`config.mk`:
```
export PLATFORM = sky130hd
export DESIGN_NAME = fb_rect_fill_flat
export DESIGN_NICKNAME = d
export VERILOG_FILES = /design/src/rtl/fb_rect_fill_if.sv /design/src/rtl/fb_rect_fill.sv /design/src/flat_wrapper.sv
export SDC_FILE = /design/constraint.sdc
export NUM_CORES = 1
export LEC_CHECK = 0
export CAP_MARGIN = 5
export CORE_ASPECT_RATIO = 0.75
export CORE_MARGIN = 4
export CORE_UTILIZATION = 35
export CTS_CLUSTER_DIAMETER = 30
export DETAILED_ROUTE_END_ITERATION = 6
export GPL_TIMING_DRIVEN = 0
export PLACE_DENSITY = 0.66
export SYNTH_ARGS = -nofsm -noshare
export SYNTH_HDL_FRONTEND = slang
export SYNTH_SLANG_ARGS = --single-unit
```
`constraint.sdc`:
```
create_clock -name clk -period 2.7 [get_ports clk]
set_clock_uncertainty 0.05 [all_clocks]
set_input_delay 0.27 -clock clk [delete_from_list [all_inputs] [get_ports clk]]
set_output_delay 0.27 -clock clk [all_outputs]
set_load 0.01 [all_outputs]
```
`src/rtl/fb_rect_fill_if.sv`:
```
`default_nettype none
// ============================================================================
// Module      : fb_rect_fill_if
// Description : Command and pixel-write handshake bundle for fb_rect_fill.
// Revision    : 1.0 - initial release
// ============================================================================
interface fb_rect_fill_if #(
    parameter int X_W    = 10,
    parameter int Y_W    = 9,
    parameter int ADDR_W = 19,
    parameter int PIX_W  = 12
);
    logic              cmd_valid;
    logic              cmd_ready;
    logic [X_W-1:0]    cmd_x;
    logic [Y_W-1:0]    cmd_y;
    logic [X_W-1:0]    cmd_w;
    logic [Y_W-1:0]    cmd_h;
    logic              cmd_mode;
    logic [PIX_W-1:0]  cmd_color;
    logic [PIX_W-1:0]  cmd_color2;
    logic              wr_en;
    logic              wr_ready;
    logic [ADDR_W-1:0] wr_addr;
    logic [PIX_W-1:0]  wr_data;

    modport master (
        output cmd_valid, cmd_x, cmd_y, cmd_w, cmd_h, cmd_mode, cmd_color, cmd_color2,
        output wr_ready,
        input  cmd_ready, wr_en, wr_addr, wr_data
    );

    modport slave (
        input  cmd_valid, cmd_x, cmd_y, cmd_w, cmd_h, cmd_mode, cmd_color, cmd_color2,
        input  wr_ready,
        output cmd_ready, wr_en, wr_addr, wr_data
    );
endinterface
`default_nettype wire

```
`src/rtl/fb_rect_fill.sv`:
```
`default_nettype none
// ============================================================================
// Module      : fb_rect_fill
// Description : Rectangle-fill write engine (solid / checkerboard) for the
//               video RAM write port. Define FB_RECT_CLIP_EN to clip to screen.
// Revision    : 1.0 - initial release
// ============================================================================
module fb_rect_fill #(
    parameter int WIDTH     = 640,
    parameter int HEIGHT    = 480,
    parameter int X_W       = 10,
    parameter int Y_W       = 9,
    parameter int ADDR_W    = 19,
    parameter int PIX_W     = 12,
    parameter int CHK_SHIFT = 3
) (
    input  logic           clk,
    input  logic           rstn,
    fb_rect_fill_if.slave  bus,
    output logic           busy,
    output logic           done
);

    localparam logic [1:0] S_IDLE  = 2'd0;
    localparam logic [1:0] S_SETUP = 2'd1;
    localparam logic [1:0] S_RUN   = 2'd2;
    localparam logic [1:0] S_DONE  = 2'd3;

    localparam logic [ADDR_W-1:0] c_ROW_STEP = ADDR_W'(WIDTH);

    if (HEIGHT > (1 << Y_W) || CHK_SHIFT >= Y_W) begin : g_bad_geometry
        $error("fb_rect_fill: HEIGHT or CHK_SHIFT does not fit the Y_W field");
    end

    logic [1:0]        r_state;
    logic [X_W-1:0]    r_x, r_w, r_cx, r_ax;
    logic [Y_W-1:0]    r_y, r_h, r_cy, r_ay;
    logic              r_mode;
    logic [PIX_W-1:0]  r_c1, r_c2;
    logic [ADDR_W-1:0] r_row, r_addr;

    logic [X_W-1:0]    w_eff_w;
    logic [Y_W-1:0]    w_eff_h;
    logic [ADDR_W-1:0] w_row0;
    logic              w_row_end, w_last, w_chk;

`ifdef FB_RECT_CLIP_EN
    always_comb begin
        w_eff_w = r_w;
        w_eff_h = r_h;
        if (32'(r_x) >= 32'(WIDTH) || 32'(r_y) >= 32'(HEIGHT)) begin
            w_eff_w = '0;
        end else begin
            if (32'(r_w) > 32'(WIDTH) - 32'(r_x))
                w_eff_w = X_W'(32'(WIDTH) - 32'(r_x));
            if (32'(r_h) > 32'(HEIGHT) - 32'(r_y))
                w_eff_h = Y_W'(32'(HEIGHT) - 32'(r_y));
        end
    end
`else
    assign w_eff_w = r_w;
    assign w_eff_h = r_h;
`endif

    // The only multiply: start-of-rectangle row base; later rows step by WIDTH.
    assign w_row0    = ADDR_W'(32'(r_y) * 32'(WIDTH));
    assign w_row_end = (r_cx == r_w - X_W'(1));
    assign w_last    = w_row_end && (r_cy == r_h - Y_W'(1));
    assign w_chk     = r_ax[CHK_SHIFT] ^ r_ay[CHK_SHIFT];

    always_ff @(posedge clk or negedge rstn) begin
        if (!rstn) begin
            r_state <= S_IDLE;
            r_x     <= '0;
            r_y     <= '0;
            r_w     <= '0;
            r_h     <= '0;
            r_cx    <= '0;
            r_cy    <= '0;
            r_ax    <= '0;
            r_ay    <= '0;
            r_mode  <= 1'b0;
            r_c1    <= '0;
            r_c2    <= '0;
            r_row   <= '0;
            r_addr  <= '0;
        end else begin
            case (r_state)
                S_IDLE: begin
                    if (bus.cmd_valid) begin
                        r_x     <= bus.cmd_x;
                        r_y     <= bus.cmd_y;
                        r_w     <= bus.cmd_w;
                        r_h     <= bus.cmd_h;
                        r_mode  <= bus.cmd_mode;
                        r_c1    <= bus.cmd_color;
                        r_c2    <= bus.cmd_color2;
                        r_state <= S_SETUP;
                    end
                end
                S_SETUP: begin
                    r_w     <= w_eff_w;
                    r_h     <= w_eff_h;
                    r_cx    <= '0;
                    r_cy    <= '0;
                    r_ax    <= r_x;
                    r_ay    <= r_y;
                    r_row   <= w_row0;
                    r_addr  <= w_row0 + ADDR_W'(r_x);
                    r_state <= (w_eff_w == '0 || w_eff_h == '0) ? S_DONE : S_RUN;
                end
                S_RUN: begin
                    if (bus.wr_ready) begin
                        if (w_row_end) begin
                            r_cx   <= '0;
                            r_cy   <= r_cy + Y_W'(1);
                            r_ax   <= r_x;
                            r_ay   <= r_ay + Y_W'(1);
                            r_row  <= r_row + c_ROW_STEP;
                            r_addr <= r_row + c_ROW_STEP + ADDR_W'(r_x);
                            if (w_last)
                                r_state <= S_DONE;
                        end else begin
                            r_cx   <= r_cx + X_W'(1);
                            r_ax   <= r_ax + X_W'(1);
                            r_addr <= r_addr + ADDR_W'(1);
                        end
                    end
                end
                S_DONE:  r_state <= S_IDLE;
                default: r_state <= S_IDLE;
            endcase
        end
    end

    assign bus.cmd_ready = (r_state == S_IDLE);
    assign bus.wr_en     = (r_state == S_RUN);
    assign bus.wr_addr   = (r_state == S_RUN) ? r_addr : '0;
    assign bus.wr_data   = (r_state != S_RUN) ? '0 : ((r_mode && w_chk) ? r_c2 : r_c1);
    assign busy          = (r_state != S_IDLE);
    assign done          = (r_state == S_DONE);

endmodule
`default_nettype wire

```
`src/flat_wrapper.sv`:
```
// flat-port wrapper written by rule: the top's interface ports become plain ports
module fb_rect_fill_flat 
#(
    parameter int WIDTH     = 640,
    parameter int HEIGHT    = 480,
    parameter int X_W       = 10,
    parameter int Y_W       = 9,
    parameter int ADDR_W    = 19,
    parameter int PIX_W     = 12,
    parameter int CHK_SHIFT = 3
)
  (clk, rstn, busy, done, bus_cmd_valid, bus_cmd_x, bus_cmd_y, bus_cmd_w, bus_cmd_h, bus_cmd_mode, bus_cmd_color, bus_cmd_color2, bus_wr_ready, bus_cmd_ready, bus_wr_en, bus_wr_addr, bus_wr_data);
  fb_rect_fill_if #(.X_W(X_W), .Y_W(Y_W), .ADDR_W(ADDR_W), .PIX_W(PIX_W)) bus_i ();
  input  logic clk;
  input  logic rstn;
  output logic busy;
  output logic done;
  input wire logic [$bits(bus_i.cmd_valid)-1:0] bus_cmd_valid;
  input wire logic [$bits(bus_i.cmd_x)-1:0] bus_cmd_x;
  input wire logic [$bits(bus_i.cmd_y)-1:0] bus_cmd_y;
  input wire logic [$bits(bus_i.cmd_w)-1:0] bus_cmd_w;
  input wire logic [$bits(bus_i.cmd_h)-1:0] bus_cmd_h;
  input wire logic [$bits(bus_i.cmd_mode)-1:0] bus_cmd_mode;
  input wire logic [$bits(bus_i.cmd_color)-1:0] bus_cmd_color;
  input wire logic [$bits(bus_i.cmd_color2)-1:0] bus_cmd_color2;
  input wire logic [$bits(bus_i.wr_ready)-1:0] bus_wr_ready;
  output wire logic [$bits(bus_i.cmd_ready)-1:0] bus_cmd_ready;
  output wire logic [$bits(bus_i.wr_en)-1:0] bus_wr_en;
  output wire logic [$bits(bus_i.wr_addr)-1:0] bus_wr_addr;
  output wire logic [$bits(bus_i.wr_data)-1:0] bus_wr_data;
  assign bus_i.cmd_valid = bus_cmd_valid;
  assign bus_i.cmd_x = bus_cmd_x;
  assign bus_i.cmd_y = bus_cmd_y;
  assign bus_i.cmd_w = bus_cmd_w;
  assign bus_i.cmd_h = bus_cmd_h;
  assign bus_i.cmd_mode = bus_cmd_mode;
  assign bus_i.cmd_color = bus_cmd_color;
  assign bus_i.cmd_color2 = bus_cmd_color2;
  assign bus_i.wr_ready = bus_wr_ready;
  assign bus_cmd_ready = bus_i.cmd_ready;
  assign bus_wr_en = bus_i.wr_en;
  assign bus_wr_addr = bus_i.wr_addr;
  assign bus_wr_data = bus_i.wr_data;
  fb_rect_fill #(.WIDTH(WIDTH), .HEIGHT(HEIGHT), .X_W(X_W), .Y_W(Y_W), .ADDR_W(ADDR_W), .PIX_W(PIX_W), .CHK_SHIFT(CHK_SHIFT)) u_core (.clk(clk), .rstn(rstn), .bus(bus_i), .busy(busy), .done(done));
endmodule
```
# After elaboration in Yosys (flattened, before gate mapping)
# Index checks and enable logic that the tools add are counted.
[word_totals] regBits=141 output_inout_bits=35 input_bits=67 word_cells=75
[classes] mux=27 multipliers=1 reduce_logical=12 bitwise_logic=1 addsub=10 n_eq_ne=10
[ops] operator="2-to-1 mux 19 bit" n=5
[ops] operator="case mux 19 bit (2 select lines)" n=2
[ops] operator="2-to-1 mux 10 bit" n=4
[ops] operator="case mux 10 bit (2 select lines)" n=2
[ops] operator="adder 19 x 10 -> 19 bit" n=2
[ops] operator="2-to-1 mux 9 bit" n=4
[ops] operator="case mux 9 bit (2 select lines)" n=2
[ops] operator="2-to-1 mux 12 bit" n=2
[ops] operator="adder 10 x 1 -> 10 bit, second input constant" n=2
[ops] operator="adder 19 x 1 -> 19 bit, second input constant" n=1
[ops] operator="adder 19 x 10 -> 19 bit, second input constant" n=1
[ops] operator="adder 9 x 1 -> 9 bit, second input constant" n=2
[ops] operator="multiplier 9 x 3 -> 12 bit, second input constant" n=1
[ops] operator="equality test 10 bit" n=1
[ops] operator="zero test 10 bit" n=1
[ops] operator="subtractor 10 x 1 -> 10 bit, second input constant" n=1
[ops] operator="equality test 9 bit" n=1
[ops] operator="zero test 9 bit" n=1
[ops] operator="subtractor 9 x 1 -> 9 bit, second input constant" n=1
[ops] operator="2-to-1 mux 2 bit" n=4
[ops] operator="case mux 2 bit (4 select lines)" n=1
[ops] operator="!= test 2 bit, second input constant" n=3
[ops] operator="equality test 2 bit, second input constant" n=2
[ops] operator="!= test 2 x 1 -> 1 bit, second input constant" n=2
[ops] operator="other kinds (10)" n=13

# Longest topological paths before layout
[depth] word_depth=7 depth_mapped=11 mapped_depth_nobuf=10

# Worst setup path after synthesis
# No wires, ideal clock.
[synth_timing] path_type="flip-flop to flip-flop" start="reg u_core.r_row[7]" end="reg u_core.r_addr[12]" setup_ns=0.126 slack_ns=0.071 arrival_time_ns=2.453 stages_incl_launch_ff=12 required_ns=2.524 cell_sequence="dfrtp_1 ha_1 clkbuf_1 xnor2_1 ha_1 a21oi_1 nand2_1 nor2_1 o311ai_0 xnor2_1 mux2i_1 a221o_1"
[synth_between] elab_chain_len=5
[synth_rtl] element="from (decl)" line="fb_rect_fill.sv:40" text="logic [ADDR_W-1:0] r_row, r_addr;"
[synth_rtl] element="from (signal assigned)" line="fb_rect_fill.sv:108" text="r_row <= w_row0;"
[synth_rtl] element="from (signal assigned)" line="fb_rect_fill.sv:119" text="r_row <= r_row + c_ROW_STEP;"
[synth_rtl] element="adder 19 x 10 -> 19 bit (2 in a row)" line="fb_rect_fill.sv:120" text="r_addr <= r_row + c_ROW_STEP + ADDR_W'(r_x);"
[synth_rtl] element="2-to-1 mux 19 bit" line="fb_rect_fill.sv:114" text="if (w_row_end) begin"
[synth_rtl] element="2-to-1 mux 19 bit" line="fb_rect_fill.sv:113" text="if (bus.wr_ready) begin"
[synth_rtl] element="case mux 19 bit (2 select lines)" line="fb_rect_fill.sv:88" text="case (r_state)"
[synth_rtl] element="to (signal assigned)" line="fb_rect_fill.sv:109" text="r_addr <= w_row0 + ADDR_W'(r_x);"
[synth_rtl] element="to (signal assigned)" line="fb_rect_fill.sv:120"
[synth_rtl] element="to (signal assigned)" line="fb_rect_fill.sv:126" text="r_addr <= r_addr + ADDR_W'(1);"
[synth_rtl] element="to (decl)" line="fb_rect_fill.sv:40"
# Every way passes these cells. The select of a mux whose other input is x is not followed.
# A chain may end at the register's enable or synchronous reset.

# Worst setup path after layout
[layout_timing] start="reg u_core.r_w[0]" end="reg u_core.r_ay[3]"
[layout_between] elab_chain_len=4
[layout_rtl] element="from (decl)" line="fb_rect_fill.sv:36" text="logic [X_W-1:0] r_x, r_w, r_cx, r_ax;"
[layout_rtl] element="from (signal assigned)" line="fb_rect_fill.sv:93" text="r_w <= bus.cmd_w;"
[layout_rtl] element="from (signal assigned)" line="fb_rect_fill.sv:102" text="r_w <= w_eff_w;"
[layout_rtl] element="subtractor 10 x 1 -> 10 bit" line="fb_rect_fill.sv:67" text="assign w_row_end = (r_cx == r_w - X_W'(1));"
[layout_rtl] element="equality test 10 bit" line="fb_rect_fill.sv:67"
[layout_rtl] element="!= test 2 x 1 -> 1 bit (no line)"
[layout_rtl] element="AND reduction 3 bit (no line)"
[layout_rtl] element="to (signal assigned)" line="fb_rect_fill.sv:107" text="r_ay <= r_y;"
[layout_rtl] element="to (signal assigned)" line="fb_rect_fill.sv:118" text="r_ay <= r_ay + Y_W'(1);"
[layout_rtl] element="to (decl)" line="fb_rect_fill.sv:37" text="logic [Y_W-1:0] r_y, r_h, r_cy, r_ay;"
# Every way passes these cells.

==> flow_summary.toml <==
[outcome]
status = "finished with violations"
violations = "negative setup slack"

[floorplanning]
initial_utilization = 0.360
placeableCoreArea_um2 = 22300
die-area_um2 = 25500
die_y_um = 139
ios = 102
core.rowCount = 47
chipWidth_um = 183

[clocking]
htree_levels = 4
insertion_delay_ps = 430
cts_buffers = 17
cts.sinks = 123
clk_pin_slew_ps = 60
clock_path_buffers = 2
cts_tree = "built"
root_buffer = "clkbuf_16"

[cells_and_area]
multi_input_area_um2 = 5200
drive_gt1_frac = 0.251
antenna_cells = 0
fin_util = 0.499
fillCellCount = 2033
final_cells = 1328
register_area_um2 = 3090
synthToLayoutAreaGrowth_pct = 38.4
final_net_count = 1123

[sta]
rsz0062_at_grt = "yes"
fin_crit_sh = 1.03
finalSetupViolCount = 10
timing.final.max_slew_violations = 0
tightest_slew_ps = 718
fin_tns_setup_ps = -210
hold_viol_final = 0
worst_slack_ps = -72.2
max_freq_mhz = 361
final.min_clock_period_ps = 2770
relSlewSlack = 0.521

[routing]
drt_pass1_iterations = 5
routed_via_density = 5.59
route.detailed.drc = 0
num_vias = 7420
wirelength_um = 25500
drt_iter0_drc = 761
ant_nets = 0
routedWlPerCell_um = 19.2

[logic_synthesis]
muxShareOfSynthArea = 0.128
synth_area_um2 = 8050
synth-xor-area-share = 0.0805
synth_compound_area_frac = 0.146
postSynthCellCount = 860
syn_area_per_cell_um2 = 9.37
syn_nets = 962
synth_area_leaders = "dfrtp_1, mux2_2, ha_1"
yosysTopAreaCellShare = 0.382
synth_adder_area_share = 0.0562
synthFlopType = "dfrtp_1"
yosysSeqAreaShare = 0.382
synth_common_cells = "dfrtp_1, nand2_1, nor2_1"
synth-simple-area-share = 0.170
ys_warn_count = 0
synth_seq_cells = 123
yosysTopAreaCell = "dfrtp_1"
synthArstFlopShare = 1.00
yosys.cell_count.top_type = "dfrtp_1"
synth_edf_count = 0
synth_top_family_by_area = "simple AND/OR/NAND/NOR gates"
ys_types = 70

[global_route]
grt_pass1_vias = 7068
antenna_found_initial = 0
grt_util_all_layers = 0.194
gr-usage-met2 = 0.264
grtUsageMet1 = 0.306
grt_pass1_wl_um = 39700
grt_busiest_layer = "met1"
grt.overflow.total = 0
grt_max_degree = 82
met3_usage = 0.0475

[placed_design]
gp_congestion = 0.949
numPortBuffers = 101
hpwl_um = 17600
placed_cells = 1256
dp_slack_ps = -700

[setup_path]
crit_fanout = 6
crit_path_end_kind = "flip-flop"
cp-start-kind = "flip-flop"
critPathArrivalTime_ps = 3020
path_class = "reg2reg"
required_ps = 2950

[worst_hold_path]
hold_class = "in2async"

[flow_run]
cap_violations = 0

[power]
p_leak_uw = 0.00475
p_total_uw = 16000
p_per_area_nw_per_um2 = 1440
ir_worst_vdd_mv = 0.751
## routing by layer
metal | share of wire | routed length [um]
met2 | 0.41 | 10500
met3 | 0.098 | 2490
met5 | 0 | 0
met1 | 0.48 | 12300
met4 | 0.010 | 267
## final timing paths
check,to,start,slack (ps),cells past startpoint
max in group asynchronous,u_core.r_y[3],rstn,1530,3
hold reg to reg,u_core.r_c2[2],u_core.r_c2[2],460,1
min in group clk,u_core.r_c2[7],bus_cmd_color2[7],390,2
hold / removal,u_core.r_row[12],rstn,290,2
setup reg to reg,u_core.r_ay[3],u_core.r_w[0],-70,9
setup / recovery,u_core.r_ay[3],u_core.r_w[0],-70,9
## flip-flops by register name, summed over array words and instances (netlist names)
name            flops
u_core.r_y          9
u_core.r_cy         9
u_core.r_w         10
u_core.r_c1        12
u_core.r_c2        12
u_core.r_mode       1
u_core.r_ay         4
u_core.r_cx        10
u_core.r_addr      19
u_core.r_ax         4
u_core.r_row       12
u_core.r_x         10
u_core.r_state      2
u_core.r_h          9
## repair_timing
action,CTS,global route
cloned,0,3
buffers inserted,29,10
gates resized for setup,97,102
setup endpoints to repair,91,76
endpoints found under the hold margin,42,0
hold buffers,1,0
pin swaps,20,44
## power breakdown
group	total, uW	switching [uW]	internal, uW
Sequential	3560	869	2690
Clock	2480	987	1490
Combinational	10000	5430	4580
## layout by cell type (no fill, tap or decap), types with 5 or more instances in the layout
master and count:
a211oi_2 5, a21o_1 6, a21oi_1 41, a22oi_1 5
a31oi_1 8, and2_1 20, and3_1 6, buf_4 36
buf_6 8, clkbuf_1 22, clkbuf_16 20, clkbuf_2 10
clkdlybuf4s50_1 86, dfrtp_1 112, dfrtp_2 11, dlygate4sd2_1 5
dlymetal6s2s_1 9, ha_1 25, ha_4 6, inv_1 24
inv_6 6, mux2_2 63, mux2i_1 30, nand2_1 68
nand2b_1 9, nand3_1 22, nand4_1 13, nor2_1 58
nor2_2 5, nor2_4 8, nor3_1 18, o211ai_1 11
o21ai_0 26, o21ai_1 21, o22ai_1 8, or3_1 5
xnor2_1 35, xnor2_2 6, xor2_1 29
## critical path, stage by stage (launching register included)
cell,delay (ps)
dfrtp_2,420
or4_4,580
o31ai_4,220
nor4b_4,290
o2111ai_4,260
buf_6,220
buf_12,150
nor2_4,100
mux2i_1,230
a21oi_1,110
## cells by family (layout without fill, tap and decap cells)
kind of cell	Yosys count	after routing
AO/OA/AOI/OAI	183	183
XOR/XNOR	74	74
buffers and inverters	74	248
other	1	1
adder cells (fa/ha/maj)	35	35
AND/OR/NAND/NOR	275	275
multiplexers	95	95
flip-flops	123	123
## final cells by class
cell class | count | area share
Multi-Input combinational cell | 663 | 0.467
Sequential cell | 123 | 0.277
Timing Repair Buffer | 145 | 0.131
Clock buffer | 17 | 0.0382
Tap cell | 294 | 0.0330
Buffer | 45 | 0.0261
Clock inverter | 15 | 0.0181
Inverter | 26 | 0.00920
## metrics by stage
stage / area, um2 / hold WS [ps]
after floorplan: 8050 / -75.6
after global placement: 9430 / 438
after global routing: 11100 / 333
final: 11100 / 293
after CTS: 10700 / 311
after detailed placement: 9460 / 178
(Power assumes the default switching activity.)
